`config.mk`:
```
export PLATFORM = sky130hd
export DESIGN_NAME = bcd_counter_multi
export DESIGN_NICKNAME = d
export VERILOG_FILES = /design/src/rtl/bcd_pkg.sv /design/src/rtl/bcd_decade.sv /design/src/rtl/bcd_counter_multi.sv
export SDC_FILE = /design/constraint.sdc
export NUM_CORES = 1
export LEC_CHECK = 0
export BUFFER_PORTS_ARGS = -buffer_cell sky130_fd_sc_hd__buf_4
export CAP_MARGIN = 0
export CORE_ASPECT_RATIO = 1.25
export CORE_MARGIN = 10
export CORE_UTILIZATION = 54
export DETAILED_ROUTE_END_ITERATION = 6
export PLACE_DENSITY = 0.78
export SLEW_MARGIN = 30
export SYNTH_ARGS = -nofsm -noshare
export SYNTH_HDL_FRONTEND = slang
export SYNTH_SLANG_ARGS = --single-unit
```
`constraint.sdc`:
```
create_clock -name clk -period 3.2 [get_ports clk]
set_clock_uncertainty 0.15 [all_clocks]
set_input_delay 0.16 -clock clk [delete_from_list [all_inputs] [get_ports clk]]
set_output_delay 0.16 -clock clk [all_outputs]
set_load 0.03 [all_outputs]
```
`src/rtl/bcd_pkg.sv`:
```
// ---------------------------------------------------------------------------
// bcd_pkg
// Shared definitions for the multi-decade BCD counter: the largest legal BCD
// digit, a 4-bit digit type and a validity helper for incoming nibbles.
// ---------------------------------------------------------------------------
package bcd_pkg;

    localparam logic [3:0] BCD_MAX = 4'd9;

    typedef logic [3:0] bcd_digit_t;

    // True when the nibble is a legal BCD digit (0..9).
    function automatic logic bcd_is_valid(input bcd_digit_t nibble);
        return (nibble <= BCD_MAX);
    endfunction

endpackage

```
`src/rtl/bcd_decade.sv`:
```
// ---------------------------------------------------------------------------
// bcd_decade
// One BCD digit register. Steps up or down when its carry/borrow input is
// set and the hold input is clear; a synchronous load overrides stepping.
//
// Ports:
//   clk        rising-edge clock
//   rst        synchronous active-high reset, clears the digit
//   up_i       1 = increment, 0 = decrement
//   cin_i      carry-in (up) / borrow-in (down): step this digit
//   hold_i     suppress the step (saturation at the counter boundary)
//   load_i     synchronous load strobe (already validated by the parent)
//   load_val_i digit value to load
//   digit_o    registered digit
//   cout_o     carry-out (up, digit at 9) / borrow-out (down, digit at 0)
// ---------------------------------------------------------------------------
module bcd_decade
    import bcd_pkg::*;
(
    input  logic       clk,
    input  logic       rst,
    input  logic       up_i,
    input  logic       cin_i,
    input  logic       hold_i,
    input  logic       load_i,
    input  logic [3:0] load_val_i,
    output logic [3:0] digit_o,
    output logic       cout_o
);

    bcd_digit_t digit_q;
    bcd_digit_t digit_d;
    logic       at_limit_s;

    // Digit sits at the value that rolls over in the current direction.
    always_comb begin
        if (up_i) begin
            at_limit_s = (digit_q == BCD_MAX);
        end else begin
            at_limit_s = (digit_q == 4'd0);
        end
    end

    // Carry/borrow does not depend on hold, which keeps the chain loop-free.
    assign cout_o = cin_i & at_limit_s;

    // Next digit value: load first, then a step, else hold.
    always_comb begin
        digit_d = digit_q;
        if (load_i) begin
            digit_d = load_val_i;
        end else if (cin_i && !hold_i) begin
            if (up_i) begin
                // ">=" also recovers any out-of-range value to 0
                if (digit_q >= BCD_MAX) begin
                    digit_d = 4'd0;
                end else begin
                    digit_d = digit_q + 4'd1;
                end
            end else begin
                if ((digit_q == 4'd0) || (digit_q > BCD_MAX)) begin
                    digit_d = BCD_MAX;
                end else begin
                    digit_d = digit_q - 4'd1;
                end
            end
        end else begin
            digit_d = digit_q;
        end
    end

    // Digit register with synchronous reset.
    always_ff @(posedge clk) begin
        if (rst) begin
            digit_q <= 4'd0;
        end else begin
            digit_q <= digit_d;
        end
    end

    assign digit_o = digit_q;

endmodule

```
`src/rtl/bcd_counter_multi.sv`:
```
// ---------------------------------------------------------------------------
// bcd_counter_multi
// Multi-decade up/down BCD counter with validated synchronous load, wrap or
// saturate boundary mode, a terminal-count pulse and a time-multiplexed digit
// scan for 7-segment drivers. Priority per cycle: rst > load > en.
//
// Ports:
//   clk        rising-edge clock
//   rst        synchronous active-high reset
//   en         count enable, one step per cycle (ignored while load=1)
//   up         1 = increment, 0 = decrement
//   sat        1 = saturate at the boundary, 0 = wrap
//   load       synchronous load strobe
//   load_val   BCD value to load, digit 0 in the LSB nibble
//   count      registered BCD count
//   tc         registered terminal-count pulse
//   load_err   last load was rejected (contained a non-BCD nibble)
//   scan_sel   one-hot digit select
//   scan_digit BCD nibble of the selected digit
// ---------------------------------------------------------------------------
module bcd_counter_multi
    import bcd_pkg::*;
#(
    parameter int NUM_DIGITS = 4,
    parameter int SCAN_DIV   = 1024
) (
    input  logic                    clk,
    input  logic                    rst,
    input  logic                    en,
    input  logic                    up,
    input  logic                    sat,
    input  logic                    load,
    input  logic [4*NUM_DIGITS-1:0] load_val,
    output logic [4*NUM_DIGITS-1:0] count,
    output logic                    tc,
    output logic                    load_err,
    output logic [NUM_DIGITS-1:0]   scan_sel,
    output logic [3:0]              scan_digit
);

    localparam int PRE_W = (SCAN_DIV > 1) ? $clog2(SCAN_DIV) : 1;
    localparam int IDX_W = (NUM_DIGITS > 1) ? $clog2(NUM_DIGITS) : 1;
    localparam logic [PRE_W-1:0] PRE_MAX = PRE_W'(SCAN_DIV - 1);
    localparam logic [IDX_W-1:0] IDX_MAX = IDX_W'(NUM_DIGITS - 1);

    logic             step_req_s;
    logic             boundary_s;
    logic             hold_s;
    logic             load_ok_s;
    logic             dec_load_s;
    bcd_digit_t       digit_s [NUM_DIGITS];

    logic             tc_q;
    logic             tc_d;
    logic             load_err_q;
    logic             load_err_d;
    logic [PRE_W-1:0] pre_q;
    logic [PRE_W-1:0] pre_d;
    logic [IDX_W-1:0] idx_q;
    logic [IDX_W-1:0] idx_d;

    // A step is requested only when enabled and no load is pending.
    assign step_req_s = en & ~load;

    // Load is accepted only if every nibble is a legal BCD digit.
    always_comb begin
        load_ok_s = 1'b1;
        for (int i = 0; i < NUM_DIGITS; i++) begin
            load_ok_s = load_ok_s & bcd_is_valid(load_val[4*i +: 4]);
        end
    end

    assign dec_load_s = load & load_ok_s;

    // The top digit's carry/borrow-out is set exactly when a requested step
    // would cross the boundary (all 9s up, all 0s down). Wrapping falls out
    // of the ripple naturally; saturation simply holds every digit.
    assign hold_s = sat & boundary_s;

    for (genvar gi = 0; gi < NUM_DIGITS; gi++) begin : g_dec
        logic cin_s;
        logic cout_s;

        if (gi == 0) begin : g_first
            assign cin_s = step_req_s;
        end else begin : g_chain
            assign cin_s = g_dec[gi-1].cout_s;
        end

        bcd_decade u_decade (
            .clk        (clk),
            .rst        (rst),
            .up_i       (up),
            .cin_i      (cin_s),
            .hold_i     (hold_s),
            .load_i     (dec_load_s),
            .load_val_i (load_val[4*gi +: 4]),
            .digit_o    (digit_s[gi]),
            .cout_o     (cout_s)
        );

        assign count[4*gi +: 4] = digit_s[gi];
    end

    assign boundary_s = g_dec[NUM_DIGITS-1].cout_s;

    // Terminal count follows a boundary step; load_err tracks the last load.
    always_comb begin
        tc_d = boundary_s;
        if (load) begin
            load_err_d = ~load_ok_s;
        end else begin
            load_err_d = load_err_q;
        end
    end

    // Status flag registers.
    always_ff @(posedge clk) begin
        if (rst) begin
            tc_q       <= 1'b0;
            load_err_q <= 1'b0;
        end else begin
            tc_q       <= tc_d;
            load_err_q <= load_err_d;
        end
    end

    assign tc       = tc_q;
    assign load_err = load_err_q;

    // Scan prescaler and digit index advance, independent of en/load.
    always_comb begin
        if (pre_q == PRE_MAX) begin
            pre_d = {PRE_W{1'b0}};
            if (idx_q == IDX_MAX) begin
                idx_d = {IDX_W{1'b0}};
            end else begin
                idx_d = idx_q + IDX_W'(1);
            end
        end else begin
            pre_d = pre_q + PRE_W'(1);
            idx_d = idx_q;
        end
    end

    // Scan state registers.
    always_ff @(posedge clk) begin
        if (rst) begin
            pre_q <= {PRE_W{1'b0}};
            idx_q <= {IDX_W{1'b0}};
        end else begin
            pre_q <= pre_d;
            idx_q <= idx_d;
        end
    end

    // One-hot select and digit mux, decoded from registered index and count.
    always_comb begin
        scan_sel   = {NUM_DIGITS{1'b0}};
        scan_digit = 4'd0;
        for (int i = 0; i < NUM_DIGITS; i++) begin
            if (idx_q == IDX_W'(i)) begin
                scan_sel[i] = 1'b1;
                scan_digit  = digit_s[i];
            end else begin
                scan_sel[i] = 1'b0;
            end
        end
    end

endmodule

```
## Yosys cells after proc, flatten, opt, wreduce, memory -nomap -nowiden

Index checks and enable logic that the tools add are counted.

| operators by class | value |
|---|---|
| $add $sub $neg | 10 |
| $lt $le $gt $ge | 12 |
| equality and inequality tests | 8 |
| muxes and demuxes | 33 |
| bitwise gates (word level) | 12 |
| reduce and logical (&&, ||, !) cells | 19 |

Operator list:

| cell | number |
|---|---|
| two-way mux 4 bit | 24 |
| adder 4 x 1 -> 4 bit, second input constant | 4 |
| == test 4 bit, second input constant | 4 |
| >= comparator 4 bit, second input constant | 4 |
| greater-than comparator 4 bit, second input constant | 4 |
| <= comparator 4 bit, second input constant | 4 |
| zero test 4 bit | 4 |
| subtractor 4 x 1 -> 4 bit, second input constant | 4 |
| adder 10 x 1 -> 10 bit, second input constant | 1 |
| AND 1 bit | 10 |
| == test 10 bit, second input constant | 1 |
| two-way mux 1 bit | 8 |
| nonzero test 2 bit | 4 |
| == test 2 bit, second input constant | 2 |
| logical AND 1 bit | 4 |
| logical OR 1 bit | 4 |
| adder 2 x 1 -> 2 bit, second input constant | 1 |
| == test 2 x 1 -> 1 bit, second input constant | 1 |
| zero test 2 bit | 1 |
| two-way mux 2 bit | 1 |
| NOT 1 bit | 2 |
| OR reduction 2 bit | 1 |
| zero test 1 bit | 1 |

| storage, ports and cells | value |
|---|---|
| flip-flop bits (word level) | 30 |
| output and inout port bits | 26 |

## Longest topological paths before layout

| depth | value |
|---|---|
| word-level depth | 11 |
| depth in mapped cells | 8 |

## By module

From an unflattened synthesis, not the netlist that was laid out.

| second synthesis, totals | value |
|---|---|
| cells, all modules | 349 |
| area total of the unflattened synthesis | 2,780.2 µm² |

Modules (own cells, without submodules):

| module | instances | cells each | area an instance (µm²) |
|---|---|---|---|
| bcd_decade | 4 | 62 | 490.5 |
| bcd_counter_multi | 1 | 101 | 818.3 |

## Least setup slack after synthesis

OpenSTA, ideal clock, no wires.

| timing | value |
|---|---|
| path type | register to register |
| from | register g_dec[0].u_decade.digit_q[0] |
| to | register g_dec[3].u_decade.digit_q[3] |
| setup time | 0.134 ns |
| arrival | 2.152 ns |
| path slack | 0.764 ns |
| stages on the path, launching flop included | 9 |
| clock period less this slack | 2.436 ns |
| cells stage by stage | dfxtp_1 > clkbuf_1 > inv_1 > ha_1 > or4b_4 > a21oi_4 > nand3_2 > a2111oi_4 > o22ai_1 |

| on the way | value |
|---|---|
| longest elaborated chain between the ends | 10 |
| elaborated cells on any way between the ends | 11 |
| classes of those cells | eq/ne: 1; mux: 1; bitwise: 5; reduce/logical: 4 |

Ends and longest elaborated chain:

| element | RTL line | text |
|---|---|---|
| from (decl) | bcd_decade.sv:31 | `bcd_digit_t digit_q;` |
| from (signal assigned) | bcd_decade.sv:77 | `digit_q <= digit_d;` |
| == test 4 bit or zero test 4 bit (tied branches) | bcd_decade.sv:38, bcd_decade.sv:40 |  |
| two-way mux 1 bit (*) | bcd_decade.sv:37 | `if (up_i) begin` |
| AND 1 bit (*) (3 in series) | bcd_decade.sv:45 | `assign cout_o = cin_i & at_limit_s;` |
| AND 1 bit | bcd_decade.sv:45 |  |
| AND 1 bit | bcd_counter_multi.sv:78 | `assign hold_s = sat & boundary_s;` |
| zero test 1 bit | bcd_decade.sv:52 | `end else if (cin_i && !hold_i) begin` |
| logical AND 1 bit (*) | bcd_decade.sv:52 |  |
| nonzero test 2 bit (no source line) (*) | - |  |
| to (signal assigned) | bcd_decade.sv:77 |  |
| to (decl) | bcd_decade.sv:31 |  |

Every way passes the cells marked *; elsewhere a longest branch is shown, timed or not.
A chain may end at the register's enable or synchronous reset.

## Worst setup path after layout

| timing | value |
|---|---|
| from | register g_dec[1].u_decade.digit_q[0] |
| to | register g_dec[3].u_decade.digit_q[3] |

| on the way | value |
|---|---|
| longest elaborated chain between the ends | 9 |
| elaborated cells on any way between the ends | 10 |
| classes of those cells | eq/ne: 1; mux: 1; bitwise: 4; reduce/logical: 4 |

Ends and longest elaborated chain:

| element | RTL line |
|---|---|
| from (decl) | bcd_decade.sv:31 |
| from (signal assigned) | bcd_decade.sv:77 |
| == test 4 bit or zero test 4 bit (tied branches) | bcd_decade.sv:38, bcd_decade.sv:40 |
| two-way mux 1 bit (*) | bcd_decade.sv:37 |
| AND 1 bit (*) (2 in series) | bcd_decade.sv:45 |
| AND 1 bit | bcd_decade.sv:45 |
| AND 1 bit | bcd_counter_multi.sv:78 |
| zero test 1 bit | bcd_decade.sv:52 |
| logical AND 1 bit (*) | bcd_decade.sv:52 |
| nonzero test 2 bit (no source line) (*) | - |

Marks and branches as above.

==> results.py <==
metrics = {
    "timing": {
        "setup_viol": 0,
        "worst_slew_pin_slew_ns": 0.628,
        "finalCriticalPeriod_ns": 2.45,
        "drv_slew": 0,
        "final_hold_viol_count": 0,
        "tns_ns": 0,
        "slew_headroom": 0.577,
        "rsz0062_at_grt": "no",
        "fmax_mhz": 408,
        "timing.final.crit_share": 0.766,
    },
    "run": {
        "cap_viol_max_count": 0,
    },
    "status": {
        "status": "finished clean",
    },
    "detailed_routing": {
        "firstDrtPassIters": 5,
        "wire_per_inst_um": 16.4,
        "drtAntennaViolNets": 0,
        "via_per_inst": 5.97,
        "drt_iter0_drc": 136,
        "routed_wl_um": 7360,
        "num_vias": 2673,
        "drcViolationCount": 0,
    },
    "worst_setup_path": {
        "cp_top_family": "compound AO/OA/AOI/OAI gates",
        "crit_fanout": 10,
        "path_cells": "inv_1 > ha_1 > or4b_1 > o2bb2a_4 > nand3_2 > a2111oi_4 > o22ai_1",
        "path_class": "register to register",
        "path_buf_inv": 1,
        "critical_path.slowest_cell": "or4b_1",
        "critPathLaunchType": "register",
        "crit_path_end_kind": "register",
        "r2r_cells": 7,
        "cp_num_cells": 7,
        "crit_required_ns": 3.21,
        "max_stage_delay_ns": 0.50,
        "crit_start": "g_dec[1].u_decade.digit_o[0]$_SDFFE_PP0P_",
        "r2r_start": "g_dec[1].u_decade.digit_o[0]$_SDFFE_PP0P_",
        "crit_arrival_ns": 2.46,
    },
    "layout": {
        "num_antenna_cells": 0,
        "seq_area_um2": 601,
        "final_common_cell": "buf_4",
        "area_growth_pct": 20.8,
        "fillers": 427,
        "layout_common_cells": "buf_4 (50), nand2_1 (32), dfxtp_1 (30)",
        "multi_input_area_um2": 1880,
        "drive_gt1_frac": 0.183,
        "final_nets": 426,
    },
    "synthesis": {
        "synthCells": 341,
        "ys_ff_latch": 30,
        "syn_area_um2": 2660,
        "postSynthAreaPerCell_um2": 7.81,
        "synth_ff_type": "dfxtp_1",
        "ys_types": 62,
        "yosysWarnings": 0,
        "async_flop_share": 0,
        "synth_nets": 380,
        "yosysSeqAreaShare": 0.225,
        "synth_edf_count": 0,
    },
    "place": {
        "dp_hpwl_um": 5460,
        "finalWeightedCongestion": 0.860,
        "port_buffers": 47,
    },
    "pwr": {
        "ir_worst_vdd_mv": 0.265,
        "total_power_w": 0.00112,
        "p_leak_nw": 1.31,
        "power_density_nw_per_um2": 347,
    },
    "grt": {
        "grt_pass1_vias": 2529,
        "use_met1": 0.202,
        "track_usage": 0.173,
        "use_met2": 0.314,
        "grt_pass1_wl_um": 12300,
        "grtUsageMet3": 0.0346,
        "busiest_layer": "met2",
        "grt_antenna_before_repair": 0,
        "grt_max_degree": 63,
        "grt_overflow_total": 0,
    },
    "cts": {
        "h-tree-depth": 2,
        "clk_pin_slew_worst_paths_ns": 0.07,
        "clk_latency_ns": 0.28,
        "root_buffer": "clkbuf_8",
        "cts_tree": "done",
        "clockBufferDepth": 2,
        "cts_num_sinks": 30,
        "cts-buffers-inserted": 5,
    },
    "floorplanning": {
        "die_area_um2": 8160,
        "core_um2": 4760,
        "die_x_um": 82.8,
        "die_h_um": 98.5,
        "rows": 28,
        "initial_core_util": 0.559,
        "ioPinCount": 48,
    },
    "hold_path": {
        "min_from": "load_val[14]",
        "hp-class": "input pin to register",
        "holdPathStages": 3,
    },
}
## area by class of cell
class                      instances  share of cell area
clock buffer                       6              0.0257
multi-input combinational        267               0.584
timing repair buffer              61               0.151
inverter                          22              0.0257
tap                               60              0.0233
clock inverter                     2             0.00389
sequential                        30               0.187
## Yosys cell counts (all sizes together) (3+ instances only)
master | instances | area [µm²]
xor2 | 5 | 43.8
o311ai | 3 | 26.3
ha | 17 | 213
o21ai | 20 | 100
nand3b | 5 | 37.5
inv | 22 | 82.6
a211oi | 3 | 22.5
nor2 | 27 | 101
nor3 | 4 | 20.0
dfxtp | 30 | 601
nand4b | 3 | 26.3
nand3 | 6 | 40.0
clkbuf | 11 | 41.3
a211o | 5 | 43.8
or3 | 3 | 18.8
o22ai | 16 | 100
and4b | 5 | 50.1
a21oi | 24 | 131
buf | 11 | 60.1
o211ai | 5 | 42.5
o21bai | 4 | 30.0
and3b | 4 | 35.0
nor2b | 9 | 56.3
mux2i | 16 | 160
o21a | 3 | 22.5
a21boi | 5 | 48.8
a22oi | 3 | 22.5
nand2 | 32 | 120
nand4 | 8 | 50.1
## tightest hold or removal path, delay by kind of cell
kind / cells / cell delay (ns)
AND/OR/NAND/NOR: 1 / 0.05
buffers and inverters: 1 / 0.12
AO/OA/AOI/OAI: 1 / 0.07
## through the flow
step	worst slack [ns]	util	hold WS, ns	cells	instance area, µm²
global route	0.589	0.675	0.0301	448	3220
finish	0.748	0.675	0.0156	448	3220
global placement	0.817	0.632	0.252	429	3010
detailed placement	0.767	0.632	0.258	429	3010
floorplan	0.764	-	0.126	341	2660
CTS	0.751	0.675	0.0101	448	3220
## kinds of logic after synthesis
logic type | synth area share
AOI/OAI and AO/OA | 0.301
adders and majority gates | 0.0798
buffers and inverters | 0.0690
xor gates and xnor gates | 0.0230
DFF | 0.225
muxes | 0.0601
and+or+nand+nor | 0.242
## power by group
group	leakage (nW)	internal (W)	total [W]	switching [W]
clock network	0.0472	0.000173	0.000329	0.000156
logic	1.02	0.000155	0.000356	0.000201
registers	0.244	0.000391	0.000433	0.0000422
total	1.31	0.000718	0.00112	0.000399
## sequential cells by signal, indices dropped and copies added (netlist names)
register,count
g_dec.u_decade.digit_o,16
idx_q,2
load_err,1
pre_q,10
tc,1
## what timing repair did
| item | in CTS | in global routing |
|---|---|---|
| hold buffers | 11 | 0 |
| endpoints found under the hold margin | 11 | 0 |
| setup buffers | 0 | 0 |
| gates resized for setup | 0 | 0 |
## routing by layer
layer / vias to the layer above / wire length (µm)
li1: 1353 / -
met1: 1242 / 3130
met2: 72 / 3770
met3: 6 / 392
met4: 0 / 70
met5: - / 0
## path summary, 6_finish.rpt
kind | end | slack [ns]
setup reg to reg | g_dec[3].u_decade.digit_o[3]$_SDFFE_PP0P_ | 0.75
setup / recovery | g_dec[3].u_decade.digit_o[3]$_SDFFE_PP0P_ | 0.75
hold / removal | g_dec[3].u_decade.digit_o[2]$_SDFFE_PP0P_ | 0.02
hold reg to reg | load_err$_SDFFE_PP0P_ | 0.34
(Power assumes the default switching activity.)
